## src/rtl/hazard_controller_pkg.sv

```systemverilog
// Shared types and helpers for the pipeline hazard controller.
// Holds the controller state encoding, the control bundle and register-match helpers.
package hazard_controller_pkg;

   localparam int REG_SIZE = 5;

   typedef enum logic [1:0] {
      HZ_RUN      = 2'd0,
      HZ_MDU_WAIT = 2'd1,
      HZ_MEM_WAIT = 2'd2
   } hz_state_e;

   typedef struct packed {
      logic stall_f;
      logic stall_d;
      logic stall_e;
      logic stall_m;
      logic flush_e;
      logic flush_m;
      logic flush_w;
      logic mdu_start;
   } hz_ctrl_t;

   // Register 0 is hard-wired, so it never produces a dependency.
   function automatic logic reg_hit(input logic [REG_SIZE-1:0] dst,
                                    input logic [REG_SIZE-1:0] src_a,
                                    input logic [REG_SIZE-1:0] src_b);
      return (dst != 5'd0) && ((dst == src_a) || (dst == src_b));
   endfunction

endpackage

```

## src/rtl/hazard_controller_detect.sv

```systemverilog
// Purely combinational load-use and branch-operand dependency detection
// for the decode stage; no state lives here.
module hazard_detect
   import hazard_controller_pkg::*;
(
   input  logic [REG_SIZE-1:0] rsD,
   input  logic [REG_SIZE-1:0] rtD,
   input  logic                branchD,
   input  logic [REG_SIZE-1:0] writeRegAddrE,
   input  logic [REG_SIZE-1:0] writeRegAddrM,
   input  logic                Regfile_weE,
   input  logic                Regfile_weM,
   input  logic                memToRegE,
   input  logic                memToRegM,
   output logic                load_use_o,
   output logic                branch_haz_o
);

   logic hit_e_s;
   logic hit_m_s;

   // Source-operand matches against the E and M destinations.
   always_comb begin
      hit_e_s = reg_hit(writeRegAddrE, rsD, rtD);
      hit_m_s = reg_hit(writeRegAddrM, rsD, rtD);
   end

   // A branch resolves in D, so it also waits for ALU results in E and load data in M.
   always_comb begin
      load_use_o   = memToRegE & Regfile_weE & hit_e_s;
      branch_haz_o = branchD & ((Regfile_weE & hit_e_s) |
                                (memToRegM & Regfile_weM & hit_m_s));
   end

endmodule

```

## src/rtl/hazard_controller.sv

```systemverilog
// Central stall/flush sequencer: combines decode hazards with the MDU
// handshake and data-memory wait, and keeps a saturating stall counter.
module hazard_controller
   import hazard_controller_pkg::*;
#(
   parameter int MEM_TIMEOUT = 255,
   parameter int PERF_W      = 32
)(
   input  logic                clk,
   input  logic                rst_n,
   input  logic [REG_SIZE-1:0] rsD,
   input  logic [REG_SIZE-1:0] rtD,
   input  logic                branchD,
   input  logic [REG_SIZE-1:0] writeRegAddrE,
   input  logic [REG_SIZE-1:0] writeRegAddrM,
   input  logic                Regfile_weE,
   input  logic                Regfile_weM,
   input  logic                memToRegE,
   input  logic                memToRegM,
   input  logic                mduOpE,
   input  logic                mdu_done,
   input  logic                dmem_reqM,
   input  logic                dmem_ready,
   output logic                stallF,
   output logic                stallD,
   output logic                stallE,
   output logic                stallM,
   output logic                flushE,
   output logic                flushM,
   output logic                flushW,
   output logic                mdu_start,
   output logic                mem_err,
   output logic [PERF_W-1:0]   stall_cycles
);

   localparam logic [7:0]        TO_LAST  = 8'(MEM_TIMEOUT - 1);
   localparam logic [PERF_W-1:0] PERF_ONE = PERF_W'(1);

   hz_state_e         state_q, state_d;
   logic [7:0]        to_cnt_q, to_cnt_d;
   logic              mem_err_q, mem_err_d;
   logic [PERF_W-1:0] stall_cnt_q, stall_cnt_d;
   hz_ctrl_t          ctrl_s;
   logic              load_use_s;
   logic              branch_haz_s;
   logic              mem_block_s;

   hazard_detect u_detect (
      .rsD           (rsD),
      .rtD           (rtD),
      .branchD       (branchD),
      .writeRegAddrE (writeRegAddrE),
      .writeRegAddrM (writeRegAddrM),
      .Regfile_weE   (Regfile_weE),
      .Regfile_weM   (Regfile_weM),
      .memToRegE     (memToRegE),
      .memToRegM     (memToRegM),
      .load_use_o    (load_use_s),
      .branch_haz_o  (branch_haz_s)
   );

   assign mem_block_s = dmem_reqM & ~dmem_ready;

   // Next-state, timeout and per-stage control decode.
   always_comb begin
      state_d   = state_q;
      to_cnt_d  = to_cnt_q;
      mem_err_d = mem_err_q;
      ctrl_s    = '0;
      case (state_q)
         HZ_RUN: begin
            if (mem_block_s) begin
               // Freeze everything up to M so the waiting access stays put.
               ctrl_s.stall_f = 1'b1;
               ctrl_s.stall_d = 1'b1;
               ctrl_s.stall_e = 1'b1;
               ctrl_s.stall_m = 1'b1;
               ctrl_s.flush_w = 1'b1;
               to_cnt_d       = 8'd0;
               state_d        = HZ_MEM_WAIT;
            end else if (mduOpE) begin
               // Hold the mult/div in E while it launches; done here is ignored.
               ctrl_s.mdu_start = 1'b1;
               ctrl_s.stall_f   = 1'b1;
               ctrl_s.stall_d   = 1'b1;
               ctrl_s.stall_e   = 1'b1;
               state_d          = HZ_MDU_WAIT;
            end else if (load_use_s || branch_haz_s) begin
               ctrl_s.stall_f = 1'b1;
               ctrl_s.stall_d = 1'b1;
               ctrl_s.flush_e = 1'b1;
            end else begin
               ctrl_s = '0;
            end
         end
         HZ_MDU_WAIT: begin
            if (mdu_done) begin
               state_d = HZ_RUN;
            end else begin
               ctrl_s.stall_f = 1'b1;
               ctrl_s.stall_d = 1'b1;
               ctrl_s.stall_e = 1'b1;
               ctrl_s.flush_m = 1'b1;
            end
         end
         HZ_MEM_WAIT: begin
            if (dmem_ready) begin
               to_cnt_d = 8'd0;
               state_d  = HZ_RUN;
            end else begin
               ctrl_s.stall_f = 1'b1;
               ctrl_s.stall_d = 1'b1;
               ctrl_s.stall_e = 1'b1;
               ctrl_s.stall_m = 1'b1;
               ctrl_s.flush_w = 1'b1;
               if (to_cnt_q == TO_LAST) begin
                  mem_err_d = 1'b1;
                  to_cnt_d  = 8'd0;
                  state_d   = HZ_RUN;
               end else begin
                  to_cnt_d = to_cnt_q + 8'd1;
               end
            end
         end
         default: begin
            state_d  = HZ_RUN;
            to_cnt_d = 8'd0;
         end
      endcase
   end

   // Saturating count of front-end stall cycles.
   always_comb begin
      if (ctrl_s.stall_f && (stall_cnt_q != {PERF_W{1'b1}})) begin
         stall_cnt_d = stall_cnt_q + PERF_ONE;
      end else begin
         stall_cnt_d = stall_cnt_q;
      end
   end

   // State and counter registers.
   always_ff @(posedge clk or negedge rst_n) begin
      if (!rst_n) begin
         state_q     <= HZ_RUN;
         to_cnt_q    <= 8'd0;
         mem_err_q   <= 1'b0;
         stall_cnt_q <= '0;
      end else begin
         state_q     <= state_d;
         to_cnt_q    <= to_cnt_d;
         mem_err_q   <= mem_err_d;
         stall_cnt_q <= stall_cnt_d;
      end
   end

   // Controls are gated by reset so nothing leaks out while it is asserted.
   always_comb begin
      stallF    = rst_n & ctrl_s.stall_f;
      stallD    = rst_n & ctrl_s.stall_d;
      stallE    = rst_n & ctrl_s.stall_e;
      stallM    = rst_n & ctrl_s.stall_m;
      flushE    = rst_n & ctrl_s.flush_e;
      flushM    = rst_n & ctrl_s.flush_m;
      flushW    = rst_n & ctrl_s.flush_w;
      mdu_start = rst_n & ctrl_s.mdu_start;
   end

   assign mem_err      = mem_err_q;
   assign stall_cycles = stall_cnt_q;

endmodule

```

## config.mk

```make
export PLATFORM = sky130hd
export DESIGN_NAME = hazard_controller
export DESIGN_NICKNAME = d
export VERILOG_FILES = /design/src/rtl/hazard_controller_pkg.sv /design/src/rtl/hazard_controller_detect.sv /design/src/rtl/hazard_controller.sv
export SDC_FILE = /design/constraint.sdc
export NUM_CORES = 1
export LEC_CHECK = 0
export CORE_ASPECT_RATIO = 0.75
export CORE_MARGIN = 2
export CORE_UTILIZATION = 53
export CTS_BUF_LIST = sky130_fd_sc_hd__clkbuf_4 sky130_fd_sc_hd__clkbuf_8
export CTS_CLUSTER_SIZE = 12
export DETAILED_ROUTE_END_ITERATION = 16
export GPL_TIMING_DRIVEN = 0
export PLACE_DENSITY = 0.91
export REMOVE_ABC_BUFFERS = 1
export SYNTH_ARGS = -nofsm -noshare
export SYNTH_HDL_FRONTEND = slang
export SYNTH_SLANG_ARGS = --single-unit
```

## constraint.sdc

```tcl
create_clock -name clk -period 4.9 [get_ports clk]
set_clock_uncertainty 0.05 [all_clocks]
set_input_delay 0.49 -clock clk [delete_from_list [all_inputs] [get_ports clk]]
set_output_delay 0.49 -clock clk [all_outputs]
set_load 0.005 [all_outputs]
```

==> results_dict.tcl, run 1 <==
set metrics [dict create \
    cts_resized 0 \
    place_congestion 0.967 \
    rsz0062_at_grt "false" \
    numClockSinks 43 \
    core_um2 4490 \
    clk_path_buf_depth 2 \
    dpl_cell_area_um2 3230 \
    crit_chain "clkdlybuf4s50_1 > xor2_1 > nor3_1 > a22oi_1 > o22a_2 > o31ai_4 > and2_1 > clkdlybuf4s50_1" \
    drive_gt1_share_pct 4.91 \
    syn_inst 255 \
    clock_latency_ps 300 \
    vias_per_cell 5.66 \
    yosysSeqAreaShare_pct 43.3 \
    cts-root-buf "clkbuf_8" \
    nNetsFinal 359 \
    fin_cells 383 \
    finalMaxSlewViolations 0 \
    startpoint_type "primary input" \
    start_util_pct 55.3 \
    max_freq_ghz 0.247 \
    hold_viol 0 \
    yosysTopAreaCell "dfrtp_1" \
    dp.cells 375 \
    yosys.area.top_type_share_pct 43.3 \
    dieWidth_um 83.0 \
    hpwl_um 4520 \
    status "finished clean" \
    r2r_start "state_q[1]" \
    grt_max_degree 33 \
    yosysMostFrequentCell "dfrtp_1" \
    critPathMaxFanout 32 \
    arrival_ps 3500 \
    min_path_type "in2async" \
    diodes 0 \
    fin_tns_setup_ps 0 \
    ys_warn_count 0 \
    synth_area_leaders "dfrtp_1 43%, xnor2_1 10%, xor2_1 7.8%" \
    crit_required_ps 4360 \
    maxCapViolCount 0 \
    vias 2168 \
    cts_setup_buffers 0 \
    synthFlopType "dfrtp_1" \
    grt_overflow 0 \
    io_pins 72 \
    die_area_um2 5260 \
    synth_commonest_cells "43 x dfrtp_1, 29 x xnor2_1, 22 x xor2_1" \
    crit_top_cell "clkdlybuf4s50_1" \
    fin_hold_ws_ps 24.5 \
    clk_pin_slew_ps 80 \
    fin_crit_sh_pct 82.5 \
    setup_viol 0 \
    yosysUniqueCellTypes 44 \
    wl_um 5990 \
    synth.avg_cell_area_um2 9.74 \
    cp_slowest_cell "o31ai_4" \
    grt_pass1_wl_um 10300 \
    drt-initial-drc-count 181 \
    tightest_slew_ps 1140 \
    cts_buffers 5 \
    setup_slack_ps 859 \
    first_pass_iters 4 \
    track_usage_pct 24.5 \
    drc 0 \
    reg2reg_depth 3 \
    relSlewSlack_pct 24.1 \
    num_rows 21 \
    crit_start "writeRegAddrE[3]" \
    ir_worst_vdd_v 0.000320 \
    synthArstFlopShare_pct 100 \
    antenna_found_initial 0 \
    power.leakage_nw 1.39 \
    dp_slack_ps 851 \
    period_needed_ps 4040 \
    crit_type "in2out" \
    io_buffers 71 \
    netlist_area_um2 2480 \
    cpPeakStageDelay_ps 900 \
    cts_tree "built" \
    area_delta_synth_final_pct 35.5 \
    power_density_nw_per_um2 296 \
    cts_hold_buf 0 \
    grt_pass1_vias 2177 \
    ys_ff_latch 43 \
    synth_edf_count 0 \
    die_h_um 63.3 \
    end_kind "output pin" \
    wl_per_cell_um 15.6 \
    h-tree-depth 2 \
    stdcell_area_um2 3370 \
    ant_nets 0 \
]
power by group:
part	internal [W]	switching, W
clock network	0.000209	0.000124
registers	0.000387	0.0000457
logic	0.000129	0.000100
total	0.000725	0.000270
routing by layer:
metal / part of all wire, % / up-vias / global-route usage, %
met5: 0 / - / 0
met4: 1.2 / 0 / 8.40
met3: 4.6 / 8 / 5.37
met2: 48 / 64 / 39.9
met1: 46 / 1050 / 32.5
li1: - / 1046 / -
per-stage QoR:
stage                     total power, W  utilization, %
after floorplan                 0.000532               -
after global placement          0.000656            71.5
after detailed placement        0.000667            71.9
after CTS                        0.00100            74.9
after global routing             0.00104            74.9
final                           0.000995            74.9
registers in the layout, indices dropped and copies added (netlist names):
name	flops
stall_cycles	32
state_q	2
to_cnt_q	8
mem_err	1
cell families after synthesis:
family | share of synthesized area [%]
and+or+nand+nor | 25.4
AOI/OAI and AO/OA | 8.06
xor gates and xnor gates | 18.0
DFF | 43.3
adders and majority gates | 1.51
buffers and inverters | 2.67
muxes | 1.06
path summary, 6_finish.rpt:
check                                        end  slack [ps]
worst min-delay path            stall_cycles[25]          20
worst max-delay path                      stallD         860
worst min register to register           mem_err         430
max in group asynchronous            to_cnt_q[2]        4300
min in group clk                         mem_err         430
worst max register to register   stall_cycles[1]        2620
layout make-up:
class                      instances  area, um2
inverter                           4       15.0
clock buffer                       6       76.3
sequential                        43       1080
tap                               57       71.3
multi-input combinational        199       1340
timing repair buffer              72        726
fill                             317       1130
clock inverter                     2       60.1
cells in the final DEF (no fill, tap or decap), types with 5 or more instances in the layout:
master,netlist,routed
nor2_1,17,17
a21oi_1,6,6
xor2_1,22,22
nand2_1,20,20
nor3_1,7,7
and4_1,5,5
clkdlybuf4s50_1,0,70
clkbuf_8,0,5
o21ai_0,7,7
dfrtp_1,43,43
and3_1,13,13
xnor2_1,29,29
nand4_1,13,13
nand3_1,20,20
worst max-delay path, delay by kind of cell:
| kind | cells | cell delay, ps |
|---|---|---|
| AND/OR/NAND/NOR | 2 | 480 |
| AO/OA/AOI/OAI | 3 | 1300 |
| buffers and inverters | 2 | 1010 |
| XOR/XNOR | 1 | 210 |
(Power assumes the default switching activity.)
==> run 2, diff against run 1 <==
CORE_UTILIZATION = 44   (was 53)
PLACE_DENSITY = 0.81   (was 0.91)
clock period = 3.5 ns   (was 4.9 ns; I/O delays follow)
==> run 2 against run 1 <==
Net effect:
- sequential share of layout area shrank 0.56 points
- clock power rose by 37%
- routed wire length increased by 3.7%
- hold slack better by 400 ps
- first-iteration DRC count decreased by 36%
- combinational power is 45% higher
- sequential power up 41%
- largest cell class unchanged
==> results_dict.tcl, run 2 (same netlist as run 1, synthesis figures left out) <==
set metrics [dict create \
    die_h_um 69.1 \
    combPwrFrac_pct 23.7 \
    cts_tree "built" \
    max_freq_ghz 0.330 \
    wl_per_cell_um 15.3 \
    start_util_pct 46.2 \
    first_pass_iters 4 \
    dp.cells 393 \
    clk_path_buf_depth 2 \
    place_congestion 0.782 \
    end_kind "output pin" \
    drc 0 \
    cts-root-buf "clkbuf_8" \
    setup_slack_ps 472 \
    core_um2 5380 \
    fin_crit_sh_pct 86.5 \
    min_path_type "reg2reg" \
    maxCapViolCount 0 \
    p_sw_w 0.000377 \
    relSlewSlack_pct 24.6 \
    vias 2237 \
    period_needed_ps 3030 \
    layout_commonest_cell "clkdlybuf4s50_1" \
    fin_cells 405 \
    die_area_um2 6270 \
    vias_per_cell 5.52 \
    grt_pass1_vias 2221 \
    io_buffers 71 \
    min_to "mem_err" \
    clock_latency_ps 300 \
    r2r_start "state_q[0]" \
    numClockSinks 43 \
    stdcell_area_um2 3430 \
    track_usage_pct 21.1 \
    setup_viol 0 \
    reg2reg_slack_ps 1230 \
    drt-initial-drc-count 116 \
    reg2reg_depth 7 \
    grt_pass1_wl_um 10700 \
    h-tree-depth 2 \
    netSwitchingFraction_pct 26.9 \
    io_pins 72 \
    cts_resized 0 \
    wl_um 6210 \
    grt_max_degree 29 \
    hpwl_um 4580 \
    drive_gt1_share_pct 5.76 \
    internal_power_w 0.00102 \
    crit_required_ps 3100 \
    power_density_nw_per_um2 408 \
    cts_buffers 5 \
    largest_reg_flops 32 \
    power_frac_seq_pct 43.5 \
    tightest_slew_ps 1120 \
    holdPathStages 1 \
    rsz0062_at_grt "false" \
    final_cell_mix "70 x clkdlybuf4s50_1, 43 x dfrtp_1, 29 x xnor2_1" \
    nNetsFinal 363 \
    finalMaxSlewViolations 0 \
    arrival_ps 2630 \
    power.leakage_nw 1.40 \
    crit_start "writeRegAddrM[0]" \
    critPathMaxFanout 4 \
    antenna_found_initial 0 \
    area_delta_synth_final_pct 37.9 \
    diodes 0 \
    hp-start "mem_err" \
    grt_overflow 0 \
    hold_viol 0 \
    clockPowerShare_pct 32.8 \
    dpl_cell_area_um2 3250 \
    ir_worst_vdd_v 0.000318 \
    crit_type "in2out" \
    status "finished clean" \
    dieWidth_um 90.8 \
    clk_pin_slew_ps 80 \
    dp_slack_ps -226 \
    startpoint_type "primary input" \
    reg2reg_to "stall_cycles[1]" \
    ant_nets 0 \
    num_rows 23 \
]
==> run 2: changes by cell type in the layout (fill, tap and decap cells not counted), sizes merged <==
cell and change:
o31ai +1, buf +2, dlygate4sd3 +1
==> run 2: timing repair <==
item	in CTS	in global routing
pin swaps	1	1
setup buffers	0	2
endpoints found under the setup margin	2	2
hold buffers	1	0
hold endpoints to repair	15	0
cloned	1	0
==> run 2: stage by stage <==
stage / utilization [%] / TNS [ps] / total power (W) / hold WS [ps]
floorplan: - / 0 / 0.000745 / 4.41
global placement: 60.1 / -753 / 0.000922 / 409
detailed placement: 60.4 / -450 / 0.000933 / 263
CTS: 63.4 / 0 / 0.00141 / 434
global route: 63.7 / 0 / 0.00149 / 443
finish: 63.7 / 0 / 0.00140 / 426
==> run 2: area by class of cell <==
| type | count | area (um2) |
|---|---|---|
| Clock inverter | 2 | 60.1 |
| Fill cell | 467 | 1960 |
| Clock buffer | 6 | 76.3 |
| Sequential cell | 43 | 1080 |
| Multi-Input combinational cell | 200 | 1350 |
| Tap cell | 75 | 93.8 |
| Inverter | 4 | 15.0 |
| Timing Repair Buffer | 75 | 751 |
==> run 2: metal layers <==
metal / GRT usage, % / wire length [um] / vias up
met5: 0 / 0 / -
met4: 7.01 / 77 / 0
met3: 5.03 / 367 / 6
met2: 33.1 / 2820 / 75
met1: 28.8 / 2940 / 1093
li1: - / - / 1063
==> run 2: worst max-delay path by stage <==
stage / slack [ps] / to
2_1_floorplan: 1140 / stallD
3_3_place_gp: -230 / stallD
3_5_place_dp: -230 / stallF
4_1_cts: 50 / stallF
5_1_grt: 390 / stallF
6_report: 470 / stallF
==> run 2: power by group through the flow <==
stage	Clock, W	Combinational (W)	Sequential, W
5_1_grt	0.000499	0.000369	0.000623
6_report	0.000458	0.000331	0.000609
3_5_place_dp	0	0.000319	0.000614
2_1_floorplan	0	0.000141	0.000604
3_3_place_gp	0	0.000309	0.000613
4_1_cts	0.000469	0.000327	0.000609
==> run 2: critical path, stage by stage <==
cell	delay, ps
clkdlybuf4s50_1	460
or4_1	570
o2111ai_1	250
o22a_2	250
o31ai_4	90
and2_1	210
clkdlybuf4s50_1	440
